--- config.mk ---
export PLATFORM = sky130hd
export DESIGN_NAME = serv_csr_seq
export DESIGN_NICKNAME = d
export VERILOG_FILES = /design/src/rtl/serv_csr_seq.sv
export SDC_FILE = /design/constraint.sdc
export NUM_CORES = 1
export LEC_CHECK = 0
export ABC_AREA = 1
export CAP_MARGIN = 30
export CORE_MARGIN = 2
export CORE_UTILIZATION = 45
export CTS_BUF_LIST = sky130_fd_sc_hd__clkbuf_8
export CTS_CLUSTER_SIZE = 25
export DETAILED_ROUTE_END_ITERATION = 8
export PLACE_DENSITY = 0.8
export SYNTH_ARGS = -nofsm -noshare
export SYNTH_HDL_FRONTEND = slang
export SYNTH_SLANG_ARGS = --single-unit
--- constraint.sdc ---
create_clock -name i_clk -period 2.1 [get_ports i_clk]
set_input_delay 0.42 -clock i_clk [delete_from_list [all_inputs] [get_ports i_clk]]
set_output_delay 0.42 -clock i_clk [all_outputs]
set_load 0.1 [all_outputs]
--- src/rtl/serv_csr_seq.sv ---
// serv_csr_seq: sequencer and arbiter for the bit-serial CSR datapath.
// It arbitrates CSR, trap-entry and MRET requests with a fixed priority
// (trap > mret > csr). It then runs the serial pass that drives the CSR unit.
//
// Ports:
//   i_clk, i_rst         clock, asynchronous active-high reset
//   i_csr_req/i_csr_sel  CSR access request and its CSR class (latched at grant)
//   i_trap_req           trap entry request
//   i_mret_req           MRET request
//   i_hold               stall; freezes an active pass
//   o_busy               any non-idle state
//   o_ack                one-cycle completion pulse for the granted request
//   o_en                 datapath enable (pass active, not held)
//   o_cnt*               bit-position strobes for the current W-bit window
//   o_mstatus_en/o_mie_en/o_mcause_en  CSR select enables during a CSR pass
//   o_trap, o_mret       trap pass / MRET cycle qualifiers
//   o_trig_irq           interrupt-sample trigger, pulses in the grant cycle
module serv_csr_seq #(
    parameter int W = 1  // bits per cycle: 1 or 4
) (
    input  logic       i_clk,
    input  logic       i_rst,
    input  logic       i_csr_req,
    input  logic [1:0] i_csr_sel,
    input  logic       i_trap_req,
    input  logic       i_mret_req,
    input  logic       i_hold,
    output logic       o_busy,
    output logic       o_ack,
    output logic       o_en,
    output logic       o_cnt0to3,
    output logic       o_cnt3,
    output logic       o_cnt7,
    output logic       o_cnt11,
    output logic       o_cnt12,
    output logic       o_cnt_done,
    output logic       o_mstatus_en,
    output logic       o_mie_en,
    output logic       o_mcause_en,
    output logic       o_trap,
    output logic       o_mret,
    output logic       o_trig_irq
);

    typedef enum logic [1:0] {IDLE, CSR, TRAP, MRET} state_t;

    state_t     state, state_nxt;
    logic [4:0] cnt;
    logic [1:0] sel;

    logic [5:0] lo, hi;   // bit window [lo, hi] handled this cycle
    logic       pass;     // serial pass in progress
    logic       step;     // pass advances this cycle
    logic       done;
    logic       any_req;

    // True when bit b falls inside the current window.
    function automatic logic covers(input logic [5:0] a, input logic [5:0] z, input int b);
        return (a <= 6'(b)) && (z >= 6'(b));
    endfunction

    assign lo      = {1'b0, cnt};
    assign hi      = lo + 6'(W - 1);
    assign pass    = (state == CSR) || (state == TRAP);
    assign step    = pass && !i_hold;
    assign done    = (hi == 6'd31);
    assign any_req = i_trap_req || i_mret_req || i_csr_req;

    assign o_busy       = (state != IDLE);
    assign o_en         = step;
    assign o_cnt0to3    = step && (lo <= 6'd3);
    assign o_cnt3       = step && covers(lo, hi, 3);
    assign o_cnt7       = step && covers(lo, hi, 7);
    assign o_cnt11      = step && covers(lo, hi, 11);
    assign o_cnt12      = step && covers(lo, hi, 12);
    assign o_cnt_done   = step && done;
    assign o_ack        = (step && done) || (state == MRET);
    assign o_mstatus_en = (state == CSR) && (sel == 2'b01);
    assign o_mie_en     = (state == CSR) && (sel == 2'b10);
    assign o_mcause_en  = (state == CSR) && (sel == 2'b11);
    assign o_trap       = (state == TRAP);
    assign o_mret       = (state == MRET);
    // Only request-to-output path; gated so it stays low while in reset.
    assign o_trig_irq   = (state == IDLE) && !i_rst && any_req;

    always_comb begin
        state_nxt = state;
        case (state)
            IDLE: begin
                if (i_trap_req)      state_nxt = TRAP;
                else if (i_mret_req) state_nxt = MRET;
                else if (i_csr_req)  state_nxt = CSR;
            end
            CSR, TRAP: if (step && done) state_nxt = IDLE;
            MRET:      state_nxt = IDLE;
            default:   state_nxt = IDLE;
        endcase
    end

    always_ff @(posedge i_clk or posedge i_rst) begin
        if (i_rst) begin
            state <= IDLE;
            cnt   <= '0;
            sel   <= '0;
        end else begin
            state <= state_nxt;
            if (state == IDLE && any_req) sel <= i_csr_sel;
            // Natural 5-bit wrap lands on 0 exactly at the last window.
            if (step) cnt <= cnt + 5'(W);
        end
    end

endmodule

==> metrics.yaml, run 1 <==
global_routing:
  grt_max_degree: 10
  antenna_found_initial: 0
floorplan:
  dieHeight_um: 41.8
  die_x_um: 41.8
  start_util: 0.487
  ioPinCount: 23
  rows: 13
timing:
  worstEpCategory: "primary output"
  grt-worst-endpoint: "o_ack"
placement:
  place_ws_ns: -0.0189
  dp_cells: 129
  gp_congestion: 0.843
  hpwl_um: 1560
  port-buffer-count: 22
synth:
  synth_area_um2: 642
  synth_nets: 103
  synth_cell_type_count: 18
  synthCells: 88
  yosysSeqAreaShare: 0.351
  yosysWarningCount: 0
  avgSynthCellArea_um2: 7.29
  ys_ff_latch: 9
run_status:
  run_status: "stopped before the end"
  lastStage: "5_1_grt"
  error: "[ERROR DPL-0033] detailed placement checks failed during check placement."
clock_network:
  cts_buffers: 3
  cts.htree.levels: 1
  clockRootBuffer: "clkbuf_8"
  clock_sinks: 9
  clk_path_buf_depth: 2
[synth_stat cells, drive strengths merged]
cell type,n,share of area
dfrtp,9,0.35
ha,7,0.14
inv,15,0.092
nand2,27,0.16
nand3,6,0.055
nand4,1,0.0098
nor2,11,0.094
nor3,8,0.062
o21ai,2,0.016
or2,1,0.0098
xor2,1,0.014
[cell families after synthesis]
| family | Yosys count | synth area share |
|---|---|---|
| fa+ha+maj | 7 | 0.136 |
| compound gates | 2 | 0.0156 |
| simple gates | 54 | 0.392 |
| flops | 9 | 0.351 |
| buf+inv | 15 | 0.0916 |
| xor+xnor | 1 | 0.0136 |
[metrics by stage]
step           utilization  area (um2)  hold WS [ns]
4_1_cts              0.963        1270         0.524
3_5_place_dp         0.878        1160         0.529
3_3_place_gp         0.878        1160         0.524
2_1_floorplan            -         738         0.248
[what timing repair did]
item,in CTS
hold buffers,0
resized for setup,7
cloned,0
pin swaps,2
buffers inserted,5
setup endpoints to repair,7
==> run 2, diff against run 1 <==
- CORE_AREA: not set -> 2 2 63 65
- CORE_MARGIN: 2 -> not set
- CORE_UTILIZATION: 45 -> not set
- CTS_BUF_LIST: sky130_fd_sc_hd__clkbuf_8 -> not set
- CTS_CLUSTER_SIZE: 25 -> not set
- DIE_AREA: not set -> 0 0 65 67
- PLACE_DENSITY: 0.8 -> not set
- PLACE_DENSITY_LB_ADDON: not set -> 0.15
==> metrics.yaml, run 2 <==
run_status:
  run_status: "complete, no violations"
pwr:
  peakVddDrop_mv: 1.09
  power_density_nw_per_um2: 1580
  power_mw: 2.10
  leakage_nw: 0.611
timing:
  setup_ws_ns: 0.0548
  setup_viol: 0
  holdWs_ns: 0.510
  finalHoldViolCount: 0
  maxSlewHeadroom: 0.759
  worstMarginPinSlew_ns: 0.362
  rsz0062_at_grt: "yes"
  finalCritPeriodShare: 0.974
  fin_skew_ns: 0.00125
  maxSlewViolCount: 0
  tns_ns: 0
  period_minus_slack_ns: 2.05
  max_freq_mhz: 489
job:
  cap_viol_max_count: 0
final_layout:
  fillerInstances: 364
  fin_util: 0.367
  layout_commonest_cell: "nand2_1"
  final_cell_mix: "25 x nand2_1, 15 x buf_12, 10 x buf_4"
  fin_nets: 140
  regArea_um2: 225
  diodes: 0
  multi_input_area_um2: 484
  largest_reg_flops: 5
  regMostFlops: "cnt"
  area_growth_pct: 106
  stdcell_count: 172
  postLayoutCellArea_um2: 1320
  reg_top3: "cnt x5, sel x2, state x2"
  layout-drive-gt1-share: 0.411
setup_path:
  worstSetupPathType: "reg2out"
  arrival_ns: 1.63
  startpoint_type: "flip-flop"
  crit_start: "state[0]"
  r2r-start: "cnt[1]"
  critPathMaxFanout: 5
  critical_path_required_ns: 1.68
  end_kind: "output port"
floorplan:
  dieArea_um2: 4360
  ioPinCount: 23  # unchanged
  rows: 22  # +9
  die_x_um: 65  # +56%
  dieHeight_um: 67  # +60%
  core-area_um2: 3610
  start_util: 0.178  # -0.309
synth:
  synth_top_area_frac: 0.351  # unchanged
  synth_nets: 103  # unchanged
  synth_area_leaders: "dfrtp_1 35%, nand2_1 15%, ha_1 14%, inv_1 7.0%, nor3_1 6.2%"
  synthCells: 88  # unchanged
  synth_area_leader_cell: "dfrtp_1"
  avgSynthCellArea_um2: 7.29  # unchanged
  netlist_top_cells_count: "26 x nand2_1, 12 x inv_1, 9 x dfrtp_1, 9 x nor2_1, 8 x nor3_1"
  synth_edf_count: 0  # unchanged
  yosysSeqAreaShare: 0.351  # unchanged
  yosysWarningCount: 0  # unchanged
  synth_area_um2: 642  # unchanged
  yosysMostFrequentCell: "nand2_1"
  async_flop_share: 1.00  # unchanged
  dominantRegCellSynth: "dfrtp_1"
  ys_ff_latch: 9  # unchanged
  synth_cell_type_count: 18  # unchanged
global_routing:
  grt-ovfl-total: 0
  grt_max_degree: 10
  antenna_found_initial: 0
  grt_pass1_wl_um: 2780
  first_global_vias: 653
  grtUsageTotal: 0.0807
clock_network:
  hold_buffers: 0  # unchanged
  cts_buffers: 3  # unchanged
  cts_tree: "done"
  clkTransAtPathRegs_ns: 0.04
  clockRootBuffer: "clkbuf_8"
  cts.htree.levels: 1  # unchanged
  clock_latency_ns: 0.22
  clock_sinks: 9  # unchanged
  clk_path_buf_depth: 2  # unchanged
hold_path:
  worstHoldPathType: "in2async"
detailed_routing:
  routed_wl_um: 1590
  viasPerCell: 3.87
  first_pass_iters: 4
  post-route-drc-count: 0
  drt_iter0_markers: 9
  postRouteAntennaNets: 0
  num_vias: 666
  routedWlPerCell_um: 9.23
placement:
  hpwl_um: 1320  # -15%
  place_ws_ns: 0.0178  # +0.0367 ns
  port-buffer-count: 22  # unchanged
  dp_cells: 164  # +27%
  dpl_cell_area_um2: 1210  # +4.9%
  gp_congestion: 0.809  # -4.0%
-- run 2: cell counts after synthesis --
Identical to the previous run, type by type.
-- run 2: path summary, 6_finish.rpt --
path	end	slack, ns	cells past startpoint
worst max-delay path	o_cnt3	0.05	7
min in group i_clk	sel[1]	0.56	2
worst min register to register	sel[1]	0.56	2
worst min-delay path	cnt[3]	0.51	2
max in group asynchronous	sel[1]	1.34	2
worst max register to register	state[0]	0.65	9
-- run 2: area by class of cell --
type	instances	area share
repair buffers	32	0.338
well taps	48	0.0454
multi-input cells	64	0.366
flip-flops and latches	9	0.170
inverters	15	0.0463
clock buffers	4	0.0340
-- run 2: metal layers --
metal | vias up | part of all wire | global-route usage
li1 | 345 | - | -
met1 | 308 | 0.46 | 0.101
met2 | 13 | 0.48 | 0.138
met3 | 0 | 0.065 | 0.0236
met4 | 0 | 0 | 0.0160
met5 | - | 0 | 0
-- run 2: cells by family (layout without fill, tap and decap cells) --
logic type / after synthesis / count (layout) / share of synthesized area
AND/OR/NAND/NOR: 54 / 54 / 0.392
buffers and inverters: 15 / 51 / 0.0916
flip-flops: 9 / 9 / 0.351
adder cells (fa/ha/maj): 7 / 7 / 0.136
AO/OA/AOI/OAI: 2 / 2 / 0.0156
XOR/XNOR: 1 / 1 / 0.0136
-- run 2: what timing repair did --
item,4_1_cts,5_1_grt
hold endpoints to repair,0,0
cloned,0,0
gates resized for setup,4,6
setup buffers,3,1
pin swaps,2,3
endpoints found under the setup margin,4,4
-- run 2: report_power, final --
| part | leakage [nW] | switching [mW] | total [mW] | internal (mW) |
|---|---|---|---|---|
| clock network | 0.0228 | 0.0608 | 0.192 | 0.132 |
| logic | 0.475 | 0.994 | 1.56 | 0.562 |
| registers | 0.113 | 0.0915 | 0.348 | 0.257 |
| total | 0.611 | 1.15 | 2.10 | 0.950 |
-- run 2: worst max-delay path, stage by stage (launching register included) --
cell     delay (ns)
dfrtp_1        0.35
inv_2          0.06
ha_4           0.27
inv_4          0.04
nor2_8         0.14
nand3_4        0.12
nor3_4         0.21
buf_12         0.20
Note: power is estimated with default switching activity, not from simulation.
